===== src/rtl/float_to_fixed_seq.sv =====
// float_to_fixed_seq
//   Converts an IEEE-754 single-precision value into a signed two's-complement
//   fixed-point number with FRAC fraction bits. It uses a handshaked, multi-cycle
//   state machine. The mantissa is shifted one bit per cycle toward its final
//   alignment.
//
// Parameters
//   WIDTH : fixed-point output width (FRAC+2 <= WIDTH <= 64)
//   FRAC  : number of fraction bits (binary point between bit FRAC and FRAC-1)
//
// Optional feature macro
//   F2X_ROUND_NEAREST_EN : when defined, the result is rounded to nearest-even.
//                          Otherwise the magnitude is truncated toward zero.
//
// Ports
//   CLK        in   clock, rising edge
//   RST        in   asynchronous active-low reset
//   IN_VALID   in   FLOAT is valid
//   IN_READY   out  converter can accept (IDLE only, low while in reset)
//   FLOAT      in   IEEE-754 single input
//   OUT_VALID  out  result valid, held until OUT_READY
//   OUT_READY  in   consumer accepts the result
//   FIXED      out  signed fixed-point result
//   OVF        out  result saturated (too large or +/-inf)
//   UNF        out  nonzero input produced a zero result
//   NAN        out  input was NaN
//   BUSY       out  state machine not in IDLE
module float_to_fixed_seq #(
  parameter int WIDTH = 32,
  parameter int FRAC  = 26
) (
  input  logic             CLK,
  input  logic             RST,
  input  logic             IN_VALID,
  output logic             IN_READY,
  input  logic [31:0]      FLOAT,
  output logic             OUT_VALID,
  input  logic             OUT_READY,
  output logic [WIDTH-1:0] FIXED,
  output logic             OVF,
  output logic             UNF,
  output logic             NAN,
  output logic             BUSY
);

  // The shifter must hold the 24-bit significand and any left-shifted result.
  localparam int MW = (WIDTH > 24) ? WIDTH : 24;
  // One extra bit catches the round-up carry.
  localparam int MR = MW + 1;

  localparam logic [WIDTH-1:0] SAT_POS = {1'b0, {(WIDTH-1){1'b1}}};
  localparam logic [WIDTH-1:0] SAT_NEG = {1'b1, {(WIDTH-1){1'b0}}};

  typedef enum logic [2:0] {
    S_IDLE,
    S_CLASS,
    S_SHIFT,
    S_ROUND,
    S_DONE
  } state_t;

  state_t           r_state;
  logic [31:0]      r_float;
  logic [MW-1:0]    r_mant;
  logic             r_guard;
  logic             r_sticky;
  logic             r_left;
  logic [6:0]       r_cnt;
  logic [WIDTH-1:0] r_fixed;
  logic             r_ovf;
  logic             r_unf;
  logic             r_nan;
  logic             r_out_valid;

  // Fields of the captured operand and the derived shift amount.
  logic             w_sign;
  logic [7:0]       w_exp;
  logic [22:0]      w_man;
  int               w_e;
  int               w_k;
  logic [6:0]       w_k_abs;

  assign w_sign  = r_float[31];
  assign w_exp   = r_float[30:23];
  assign w_man   = r_float[22:0];
  assign w_e     = int'({24'd0, w_exp}) - 127;
  // k is the distance from the significand's LSB weight to the output LSB weight.
  assign w_k     = w_e - 23 + FRAC;
  assign w_k_abs = (w_k < 0) ? 7'(-w_k) : 7'(w_k);

  // Rounding of the aligned magnitude.
  logic             w_round_up;
  logic [MR-1:0]    w_mag;
  logic [WIDTH-1:0] w_mag_trunc;
  logic             w_mag_ovf;

`ifdef F2X_ROUND_NEAREST_EN
  // Round half to even: round up above the half point, or exactly at it when the LSB is odd.
  assign w_round_up = r_guard & (r_sticky | r_mant[0]);
`else
  logic w_unused_gs;
  assign w_unused_gs = r_guard ^ r_sticky;
  assign w_round_up  = 1'b0;
`endif

  assign w_mag       = {1'b0, r_mant} + MR'(w_round_up);
  assign w_mag_trunc = w_mag[WIDTH-1:0];
  // Any magnitude bit at or above the sign position cannot be represented.
  assign w_mag_ovf   = |w_mag[MR-1:WIDTH-1];

  always_ff @(posedge CLK or negedge RST) begin
    if (!RST) begin
      r_state     <= S_IDLE;
      r_float     <= '0;
      r_mant      <= '0;
      r_guard     <= 1'b0;
      r_sticky    <= 1'b0;
      r_left      <= 1'b0;
      r_cnt       <= '0;
      r_fixed     <= '0;
      r_ovf       <= 1'b0;
      r_unf       <= 1'b0;
      r_nan       <= 1'b0;
      r_out_valid <= 1'b0;
    end else begin
      case (r_state)
        S_IDLE: begin
          if (IN_VALID) begin
            r_float <= FLOAT;
            r_state <= S_CLASS;
          end
        end

        S_CLASS: begin
          r_mant   <= MW'({1'b1, w_man});
          r_guard  <= 1'b0;
          r_sticky <= 1'b0;
          r_left   <= (w_k > 0);
          r_cnt    <= w_k_abs;
          if (w_exp == 8'hFF && w_man != 23'd0) begin
            r_fixed     <= '0;
            r_nan       <= 1'b1;
            r_out_valid <= 1'b1;
            r_state     <= S_DONE;
          end else if (w_exp == 8'hFF) begin
            r_fixed     <= w_sign ? SAT_NEG : SAT_POS;
            r_ovf       <= 1'b1;
            r_out_valid <= 1'b1;
            r_state     <= S_DONE;
          end else if (w_exp == 8'd0) begin
            // Subnormals are flushed to zero.
            r_fixed     <= '0;
            r_unf       <= |w_man;
            r_out_valid <= 1'b1;
            r_state     <= S_DONE;
          end else if (w_e >= WIDTH - 1 - FRAC) begin
            r_fixed     <= w_sign ? SAT_NEG : SAT_POS;
            r_ovf       <= 1'b1;
            r_out_valid <= 1'b1;
            r_state     <= S_DONE;
          end else if (w_k < -25) begin
            // Below a quarter LSB: nothing survives even with rounding.
            r_fixed     <= '0;
            r_unf       <= 1'b1;
            r_out_valid <= 1'b1;
            r_state     <= S_DONE;
          end else begin
            r_state <= (w_k != 0) ? S_SHIFT : S_ROUND;
          end
        end

        S_SHIFT: begin
          if (r_left) begin
            r_mant <= {r_mant[MW-2:0], 1'b0};
          end else begin
            r_mant   <= {1'b0, r_mant[MW-1:1]};
            r_guard  <= r_mant[0];
            // The old guard bit moves past the guard position into sticky.
            r_sticky <= r_sticky | r_guard;
          end
          r_cnt <= r_cnt - 7'd1;
          if (r_cnt == 7'd1) begin
            r_state <= S_ROUND;
          end
        end

        S_ROUND: begin
          if (w_mag_ovf) begin
            r_fixed <= w_sign ? SAT_NEG : SAT_POS;
            r_ovf   <= 1'b1;
            r_unf   <= 1'b0;
          end else begin
            r_fixed <= w_sign ? -w_mag_trunc : w_mag_trunc;
            r_ovf   <= 1'b0;
            r_unf   <= (w_mag_trunc == '0);
          end
          r_nan       <= 1'b0;
          r_out_valid <= 1'b1;
          r_state     <= S_DONE;
        end

        S_DONE: begin
          if (OUT_READY) begin
            r_out_valid <= 1'b0;
            r_fixed     <= '0;
            r_ovf       <= 1'b0;
            r_unf       <= 1'b0;
            r_nan       <= 1'b0;
            r_state     <= S_IDLE;
          end
        end

        default: r_state <= S_IDLE;
      endcase
    end
  end

  // Ready is gated by the reset input so it stays low for the whole reset pulse.
  assign IN_READY  = (r_state == S_IDLE) & RST;
  assign BUSY      = (r_state != S_IDLE);
  assign OUT_VALID = r_out_valid;
  assign FIXED     = r_fixed;
  assign OVF       = r_ovf;
  assign UNF       = r_unf;
  assign NAN       = r_nan;

endmodule

===== config.mk =====
export PLATFORM = sky130hd
export DESIGN_NAME = float_to_fixed_seq
export DESIGN_NICKNAME = d
export VERILOG_FILES = /design/src/rtl/float_to_fixed_seq.sv
export SDC_FILE = /design/constraint.sdc
export NUM_CORES = 1
export LEC_CHECK = 0
export BUFFER_PORTS_ARGS = -buffer_cell sky130_fd_sc_hd__buf_4
export CAP_MARGIN = 25
export CORE_MARGIN = 2
export CORE_UTILIZATION = 60
export CTS_CLUSTER_SIZE = 8
export DETAILED_ROUTE_END_ITERATION = 6
export PLACE_DENSITY = 0.81
export SLEW_MARGIN = 10
export SYNTH_ARGS = -nofsm -noshare
export SYNTH_HDL_FRONTEND = slang
export SYNTH_SLANG_ARGS = --single-unit

===== constraint.sdc =====
create_clock -name CLK -period 7.4 [get_ports CLK]
set_clock_uncertainty 0.2 [all_clocks]
set_input_delay 1.48 -clock CLK [delete_from_list [all_inputs] [get_ports CLK]]
set_output_delay 1.48 -clock CLK [all_outputs]
set_load 0.01 [all_outputs]

# --- After elaboration in Yosys (flattened, before gate mapping) ---
# Cells that the tools add are included.
totals:
  word_cells: 99
  output_inout_bits: 38
  reg_bits: 111
  input_bits: 36
op_classes:
  n_bitwise: 1
  n_reduce_logical: 16
  n_addsub: 6
  magnitude_cmp: 4
  muxes: 45
  n_eq_ne: 17
op_table:
  columns: ["op", "n"]
  rows:
  - ["$mux 32", 10]
  - ["$pmux 32 s3", 1]
  - ["$pmux 32 s2", 1]
  - ["$logic_not 32->1", 1]
  - ["$neg 32->32", 1]
  - ["$reduce_bool 32->1", 1]
  - ["$mux 3", 8]
  - ["$reduce_bool 23->1", 1]
  - ["$reduce_or 23->1", 1]
  - ["$mux 1", 18]
  - ["$pmux 3 s5", 1]
  - ["$pmux 7 s2", 1]
  - ["$ne 2x2->1 const B", 6]
  - ["$ne 3x3->1 const B", 4]
  - ["$pmux 1 s3", 4]
  - ["$add 10x6->11 const B", 1]
  - ["$gt 11x1->1 const B", 1]
  - ["$lt 11x1->1 const B", 1]
  - ["$lt 11x6->1 const B", 1]
  - ["$sub 9x6->10 const B", 1]
  - ["$ge 9x4->1 const B", 1]
  - ["$reduce_and 3->1", 3]
  - ["$sub 8x7->9 const B", 1]
  - ["$eq 8x8->1 const B", 1]
  - ["17 further kinds", 19]

# --- Logic depth before layout (Yosys ltp) ---
logic_depth:
  depth_word: 11
  mapped_depth: 12
  depth_no_buf: 9

# --- Least setup slack after synthesis ---
# Ideal clock, no wire load.
synth_timing:
  path_type: "in2out"
  start: "in RST"
  end: "out IN_READY"
  stages: 1
  slack_ns: 4.060
  t_arrival_ns: 1.660
  n_path_buf: 0
  required_time_ns: 5.720
  path_cell_list: "and3_1"
synth_between:
  elab_chain_len: 1
synth_lines:
  columns: ["item", "line_no", "text"]
  rows:
  - ["start: declaration", "33", "input logic RST,"]
  - ["$and 1x1->1", "219", "assign IN_READY = (r_state == S_IDLE) & RST;"]
  - ["end: declaration", "35", "output logic IN_READY,"]
# No other way between the ends.

# --- Worst setup path in the final report ---
# Ends and elaborated chain as after synthesis.

==> impl_metrics.toml <==
[outcome]
status = "finished clean"

[sta]
setup_ws_ns = 3.53
setup_tns_ns = 0
period_minus_slack_ns = 3.87
period_share_pct = 52.4
whs_ns = 0.312
setup_violations = 0
rsz0062_at_grt = "false"
finalHoldViolations = 0
slew_violations = 0
worst_pin_slew_ns = 0.943
slew_headroom_pct = 37.0
fmax_mhz = 258

[job]
drv_cap = 0

[yosys]
yosysWarnings = 0
syn_avg_cell_area_um2 = 9.72
syn_nets = 764
synthTopCellsByArea = "dfrtp_1 40%, mux2i_1 6.7%, mux2_4 6.0%"
syn_inst = 720
synth_top_cell_by_area = "dfrtp_1"
syn-cell-area_um2 = 7000
synth_top_area_share_pct = 39.7
ys_seq_area_share_pct = 39.7
synth_cell_type_count = 75
synth-main-ff-cell = "dfrtp_1"
ys_seq_elements = 111
synth_edf_count = 0
async_reset_ff_share_pct = 100

[power]
power_density_nw_per_um2 = 469
peakVddDrop_uv = 295
p_leak_nw = 3.36

[placed_design]
hpwlAfterDp_um = 11700
dp.cells = 886
post_dp_cell_area_um2 = 7550
port_buffers = 73
place.gp.congestion = 0.873
pre_cts_slack_ns = 3.49

[detailed_routing]
route.detailed.wl_per_inst_um = 18.9
drc = 0
vias = 5854
dr.pass1.iters = 6
antenna_left = 0
wl_um = 17100
drt_iter0_markers = 528
vias_per_cell = 6.48

[global_route]
grt-ovfl-total = 0
grt_max_degree = 80
antenna_found_initial = 0
grt.total_usage_pct = 27.4
grt_first_pass_wirelength_um = 27600
grt_pass1_vias = 5349

[critical_path]
r2r-start = "r_float[23]$_DFFE_PN0P_"
timing.critical_path.from = "RST"
crit_fanout = 34
startpoint_type = "primary input"
critPathArrivalTime_ns = 2.19
crit_path_end_kind = "primary output"
required_ns = 5.72
worstSetupPathType = "in -> out"

[cells_and_area]
diodes = 0
drive_above_1_share_pct = 23.9
fin_area_um2 = 7890
syn2layout_area_growth_pct = 12.7
final_nets = 799
fin_cells = 903

[floorplanning]
dieWidth_um = 112
start_util_pct = 61.3
coreArea_um2 = 11400
fp-row-count = 39
die_h_um = 112
num_io_pins = 74
die_area_um2 = 12500

[hold_path]
hold_path.class = "reg -> reg"
hold_path_startpoint = "r_cnt[1]$_DFFE_PN0P_"

[cts]
cts_resized = 0
cts_setup_buffers = 0
clk_latency_ns = 0.36
htreeDepth = 3
root_buffer = "clkbuf_16"
numCtsBuffers = 9
ctsHoldBuffers = 0
cts_tree = "built"
clk_pin_slew_ns = 0.07
cts_sinks = 111
clockBufferDepth = 2
[layer usage]
layer | global-route usage, % | vias up | part of all wire (%) | routed length, µm
li1 | - | 2730 | - | -
met1 | 39.5 | 2847 | 44 | 7540
met2 | 41.3 | 240 | 46 | 7810
met3 | 3.97 | 37 | 7.0 | 1200
met4 | 12.4 | 0 | 3.0 | 513
met5 | 0 | - | 0 | 0
[logic make-up (layout without fill, tap and decap cells)]
kind of cell / count (synthesis) / count (layout) / share of synthesized area [%]
AO/OA/AOI/OAI: 177 / 177 / 17.8
multiplexers: 106 / 106 / 17.7
AND/OR/NAND/NOR: 225 / 225 / 16.6
flip-flops: 111 / 111 / 39.7
adder cells (fa/ha/maj): 8 / 8 / 1.43
buffers and inverters: 78 / 118 / 4.88
XOR/XNOR: 15 / 15 / 1.88
[layout make-up]
class | count | area, µm²
Clock buffer | 10 | 229
Clock inverter | 6 | 75.1
Fill cell | 899 | 3530
Inverter | 18 | 67.6
Multi-Input combinational cell | 531 | 3890
Sequential cell | 111 | 2780
Tap cell | 143 | 179
Timing Repair Buffer | 84 | 671
[flip-flops by register name, summed over array words and instances (netlist names)]
register and count:
FIXED 32, NAN 1, OUT_VALID 1, OVF 1, UNF 1, r_cnt 7, r_float 32, r_left 1
r_mant 32, r_state 3
[worst max-delay path: stages]
cell	delay [ns]
buf_4	0.36
and3_1	0.23
buf_4	0.12
[cells in the final DEF, fill, tap and decap left out, types with 7 or more instances in the layout]
cell       count
nand2_1       34
nor2_1        79
o22a_1        10
o21ai_0       60
inv_1         18
nor3_1        26
clkbuf_16      9
ha_1           8
mux2_2        31
buf_4         82
a221o_1       24
xor2_1         7
a21oi_1       26
nand3_1       11
a31oi_1       11
mux2i_1       47
dfrtp_1      111
nor4_1        11
mux2_4        28
xnor2_1        8
or3_1         11
[final timing paths]
check / endpoint / slack (ns) / cells past startpoint
max: IN_READY / 3.53 / 3
min: r_cnt[1]$_DFFE_PN0P_ / 0.31 / 2
max reg2reg: FIXED[12]$_DFFE_PN0P_ / 3.67 / 9
min reg2reg: r_cnt[1]$_DFFE_PN0P_ / 0.31 / 2
max in group asynchronous: r_mant[23]$_DFFE_PN0P_ / 5.19 / 3
min in group asynchronous: FIXED[29]$_DFFE_PN0P_ / 0.86 / 1
[power by group]
part           switching (W)  total (W)  internal [W]
clock network       0.000239   0.000509      0.000270
registers           0.000364    0.00124      0.000874
logic                0.00100    0.00195      0.000950
[metrics by stage]
step | total power (W) | util [%]
3_5_place_dp | 0.00317 | 66.2
4_1_cts | 0.00369 | 68.8
3_3_place_gp | 0.00306 | 65.9
5_1_grt | 0.00395 | 69.1
6_report | 0.00370 | 69.1
2_1_floorplan | 0.00266 | -
[synthesized netlist by cell type (18+ instances only)]
master    instances
nand2_1          34
nor3_1           27
nor2_1           81
clkbuf_1         39
mux2_4           28
o21ai_0          60
a221o_1          24
inv_1            18
dfrtp_1         111
a21oi_1          26
mux2i_1          47
mux2_2           31
Note: power is estimated with default switching activity, not from simulation.
